$ cat src/rtl/sync_fifo_buffer.sv
// sync_fifo_buffer: single-clock FIFO with occupancy count, threshold flags and sticky error flags.
//   Clock/reset : wclk (rising edge), wrst (asynchronous, active-high)
//   Control     : flush (synchronous pointer/flag clear, memory untouched)
//   Write side  : winc, wdata[DATASIZE]  -> wfull, almost_full, overflow
//   Read side   : rinc -> rdata[DATASIZE] (registered), rvalid, rempty, almost_empty, underflow
//   Status      : count[ADDRSIZE+1] = wptr - rptr
//   Optional    : FIFO_PARITY_EN adds an even-parity bit per word and the parity_err output
module sync_fifo_buffer #(
  parameter int DATASIZE      = 8,
  parameter int ADDRSIZE      = 4,
  parameter int AFULL_THRESH  = 2**ADDRSIZE - 2,
  parameter int AEMPTY_THRESH = 2
)(
  input  logic                wclk,
  input  logic                wrst,
  input  logic                flush,
  input  logic                winc,
  input  logic [DATASIZE-1:0] wdata,
  input  logic                rinc,
  output logic [DATASIZE-1:0] rdata,
  output logic                rvalid,
  output logic                wfull,
  output logic                rempty,
  output logic                almost_full,
  output logic                almost_empty,
  output logic [ADDRSIZE:0]   count,
`ifdef FIFO_PARITY_EN
  output logic                parity_err,
`endif
  output logic                overflow,
  output logic                underflow
);
  localparam int DEPTH = 2**ADDRSIZE;
`ifdef FIFO_PARITY_EN
  localparam int MW = DATASIZE + 1;
`else
  localparam int MW = DATASIZE;
`endif
  localparam logic [ADDRSIZE:0] L_DEPTH  = (ADDRSIZE+1)'(DEPTH);
  localparam logic [ADDRSIZE:0] L_AFULL  = (ADDRSIZE+1)'(AFULL_THRESH);
  localparam logic [ADDRSIZE:0] L_AEMPTY = (ADDRSIZE+1)'(AEMPTY_THRESH);
  logic [MW-1:0]       r_mem [DEPTH];
  logic [ADDRSIZE:0]   r_wptr, r_rptr, w_count;
  logic [DATASIZE-1:0] r_rdata;
  logic                r_rvalid, r_ovf, r_udf;
  logic                w_full, w_empty, w_wr, w_rd;
  logic [MW-1:0]       w_wword, w_rword;
  // the extra pointer bit makes wptr - rptr an exact occupancy, so full and empty never alias
  assign w_count = r_wptr - r_rptr;
  assign w_full  = w_count == L_DEPTH;
  assign w_empty = w_count == '0;
  // acceptance uses the pre-edge flags; flush suppresses both transfers
  assign w_wr    = winc && !w_full && !flush;
  assign w_rd    = rinc && !w_empty && !flush;
  assign w_rword = r_mem[r_rptr[ADDRSIZE-1:0]];
`ifdef FIFO_PARITY_EN
  assign w_wword = {^wdata, wdata};
`else
  assign w_wword = wdata;
`endif
  always_ff @(posedge wclk)
    if (w_wr) r_mem[r_wptr[ADDRSIZE-1:0]] <= w_wword;
  always_ff @(posedge wclk or posedge wrst)
    if (wrst) begin
      r_wptr   <= '0;
      r_rptr   <= '0;
      r_rdata  <= '0;
      r_rvalid <= 1'b0;
      r_ovf    <= 1'b0;
      r_udf    <= 1'b0;
    end else if (flush) begin
      r_wptr   <= '0;
      r_rptr   <= '0;
      r_rvalid <= 1'b0;
      r_ovf    <= 1'b0;
      r_udf    <= 1'b0;
    end else begin
      if (w_wr) r_wptr <= r_wptr + 1'b1;
      if (w_rd) begin
        r_rptr  <= r_rptr + 1'b1;
        r_rdata <= w_rword[DATASIZE-1:0];
      end
      r_rvalid <= w_rd;
      if (winc && w_full) r_ovf <= 1'b1;
      if (rinc && w_empty) r_udf <= 1'b1;
    end
`ifdef FIFO_PARITY_EN
  logic r_perr;
  // stored word plus its parity bit must reduce to zero; any odd flip shows up here
  always_ff @(posedge wclk or posedge wrst)
    if (wrst) r_perr <= 1'b0;
    else r_perr <= w_rd && ^w_rword;
  assign parity_err = r_perr;
`endif
  assign rdata        = r_rdata;
  assign rvalid       = r_rvalid;
  assign count        = w_count;
  assign wfull        = w_full;
  assign rempty       = w_empty;
  assign almost_full  = w_count >= L_AFULL;
  assign almost_empty = w_count <= L_AEMPTY;
  assign overflow     = r_ovf;
  assign underflow    = r_udf;
endmodule
$ cat config.mk
export PLATFORM = sky130hd
export DESIGN_NAME = sync_fifo_buffer
export DESIGN_NICKNAME = d
export VERILOG_FILES = /design/src/rtl/sync_fifo_buffer.sv
export SDC_FILE = /design/constraint.sdc
export NUM_CORES = 1
export LEC_CHECK = 0
export ABC_AREA = 1
export BUFFER_PORTS_ARGS = -buffer_cell sky130_fd_sc_hd__buf_2
export CORE_MARGIN = 4
export CORE_UTILIZATION = 28
export DETAILED_ROUTE_END_ITERATION = 12
export HOLD_SLACK_MARGIN = 0.12
export SLEW_MARGIN = 5
export SYNTH_ARGS = -nofsm -noshare
export SYNTH_HDL_FRONTEND = slang
export SYNTH_SLANG_ARGS = --single-unit
$ cat constraint.sdc
create_clock -name wclk -period 2.7 [get_ports wclk]
set_clock_uncertainty 0.05 [all_clocks]
set_input_delay 0.54 -clock wclk [delete_from_list [all_inputs] [get_ports wclk]]
set_output_delay 0.54 -clock wclk [all_outputs]
set_load 0.03 [all_outputs]
==> run_results.csv <==
group,metric,value,unit
power,p_leak,0.00387,uW
placement,place_area,0.00767,mm2
placement,gp_congestion,0.834,
setup_path,worst-path-max-fanout,4,
clock_tree,clock_sinks,149,
synth,synth_most_common_cell,"nand2_1",
grt,use_met2,20.8,%
synth,ys_top_cells_by_area,"edfxtp_1 (55%), nand2_1 (15%), dfrtp_1 (7.5%)",
sta,period_needed,2.70,ns
status,outcome,"complete, but fails checks",
synth,netlist_top_cells_count,"nand2_1 (274), edfxtp_1 (128), inv_1 (114)",
grt,grtUsageMet1,16.3,%
synth,yosys.area.top_type,"edfxtp_1",
grt,grt_pass1_wl,26900,um
setup_path,r2r-start,"r_rptr[0]",
setup_path,cp-start-kind,"flop",
sta,hold_violations,0,
drt,vias,4953,
setup_path,cp_data_required_time,2.11,ns
sta,rsz0062_at_grt,"true",
floorplanning,initial_core_util,28.6,%
power,ir_worst_vdd,0.472,mV
layout,drive_gt1_share,17.9,%
grt,antenna_found_initial,0,
sta,slew_headroom,42.0,%
sta,min_period_over_period,100,%
synth,synth_ff_type,"edfxtp_1",
synth,syn_area,0.00697,mm2
floorplanning,fp.dieW,166,um
synth,ys_ff_latch,149,
drt,wl,16900,um
drt,viasPerCell,4.39,
status,violations,"design-rule violations",
placement,hpwl,11000,um
sta,finalSetupViolations,0,
power,pwr_density_cell,986,mW/mm2
drt,wl_per_cell,15.0,um
clock_tree,root_buffer,"clkbuf_16",
clock_tree,clk_latency,0.42,ns
synth,synth_edf_count,128,
clock_tree,clk_pin_slew,0.06,ns
grt,grt_use_total,12.5,%
clock_tree,clock_path_buffers,2,
floorplanning,row_count,57,
flow_run,maxCapViolations,0,
grt,overflow,0,
sta,worst_hold_slack,0.240,ns
sta,tightest_slew,0.869,ns
layout,nNetsFinal,814,
clock_tree,cts-buffers-inserted,17,
synth,ys_warn_count,0,
setup_path,critPathKind,"reg -> out",
setup_path,rr_worst_depth,12,
grt,grt_max_degree,69,
drt,drc_errors,1,
clock_tree,ctsHoldBuffers,0,
floorplanning,die_area,0.0275,mm2
placement,io_buffers,32,
synth,async_flop_share,14.1,%
sta,fin_tns_setup,0,ns
placement,place_ws,0.103,ns
sta,max_freq,0.370,GHz
drt,antenna_left,0,
clock_tree,tritoncts,"yes",
setup_path,critPathArrivalTime,2.11,ns
grt,first_global_vias,4935,
sta,slew_violations,0,
clock_tree,htreeDepth,4,
sta,setup_ws,0.000469,ns
worst_hold_path,worstHoldPathType,"in -> async",
synth,synthDistinctLibCells,27,
synth,ys_seq_area_share,62.7,%
synth,syn_avg_cell_area,9.53,um2
grt,grt-busiest-layer,"met2",
layout,n_antenna_cell,0,
synth,syn-num-nets,754,
floorplanning,core,0.0244,mm2
drt,drt-initial-drc-count,375,
grt,use_met3,3.00,%
layout,stdcell_area,0.00854,mm2
setup_path,end_kind,"primary output",
synth,synth_top_area_share,55.2,%
setup_path,r2r-end,"r_mem[13][1]",
setup_path,rrSetupSlack,0.14,ns
floorplanning,pin_count,33,
drt,dr.pass1.iters,11,
layout,areaGrowthSynthToFinish,22.5,%
synth,netlist_instances,731,
floorplanning,die_y,166,um
-- cell families after synthesis --
logic type | after synthesis | synth area share [%]
buffers and inverters | 148 | 8.44
AO/OA/AOI/OAI | 6 | 0.521
adder cells (fa/ha/maj) | 10 | 1.90
AND/OR/NAND/NOR | 411 | 25.6
XOR/XNOR | 7 | 0.880
flip-flops | 149 | 62.7
-- cell type report --
class	instances	area (um2)
Clock buffer	29	638
Inverter	119	447
Clock inverter	3	15.0
Sequential cell	149	4370
Timing Repair Buffer	70	469
Multi-Input combinational cell	434	2190
Fill cell	2429	15900
Tap cell	324	405
-- stage by stage --
| stage | util (%) | std cells | total power (uW) |
|---|---|---|---|
| floorplan | - | 731 | 4730 |
| global placement | 31.5 | 1083 | 5520 |
| detailed placement | 31.5 | 1083 | 5520 |
| CTS | 34.7 | 1124 | 8340 |
| global route | 35.0 | 1128 | 8920 |
| finish | 35.0 | 1128 | 8420 |
-- sequential cells by signal, summed over array words and instances, names as in the netlist --
register and flops:
rdata 8, r_mem 128, r_rptr 5, r_wptr 5, rvalid 1, overflow 1, underflow 1
-- power by group --
group | switching (uW) | internal, uW | leakage (uW)
logic | 2140 | 1080 | 0.00211
clock network | 897 | 1600 | 0.000324
registers | 63.8 | 2630 | 0.00143
-- placed cells by master, fill, tap and decap left out, types with 3 or more instances in the layout --
master     netlist  routed
clkbuf_16        0      23
clkbuf_8         0       4
buf_6            1       3
dfrtp_1         21      19
nand2_1        274     268
xor2_1           6       6
inv_2            2       5
nor2_1          15      14
ha_1             9       6
buf_4            1      40
nand4_1         11      11
nand3_2          4       6
buf_2           17      27
nand2_2          0       6
inv_1          114     111
nand3_4          2       4
nand3_1         91      87
nand2_4          3       3
edfxtp_1       128     128
clkinv_1         3       4
nor3_4           0       7
-- metal layers --
layer | share of wire (%) | wire length [um]
met5 | 0 | 0
met4 | 1.6 | 279
met3 | 5.4 | 915
met2 | 49 | 8270
met1 | 44 | 7460
-- critical path, cell delays in order (launching register included) --
cell,delay [ns]
dfrtp_2,0.42
ha_4,0.16
fa_2,0.53
nand2_2,0.07
nor2_4,0.13
nand3_2,0.10
nor2_4,0.13
buf_6,0.14
-- what timing repair did --
action	CTS	global route
setup buffers	9	4
resized for setup	20	14
pin swaps	3	9
setup endpoints to repair	5	6
-- worst max path at each step --
stage | slack, ns | depth (start not counted) | start | end
6_report | 0.0005 | 7 | r_rptr[0] | rempty
2_1_floorplan | -0.04 | 8 | r_wptr[0] | almost_full
5_1_grt | -0.09 | 7 | r_rptr[0] | rempty
4_1_cts | -0.008 | 7 | r_rptr[0] | rempty
3_5_place_dp | 0.10 | 11 | r_wptr[0] | r_mem[13][0]
3_3_place_gp | 0.12 | 11 | r_wptr[0] | r_mem[10][4]
Note: power is estimated with default switching activity, not from simulation.
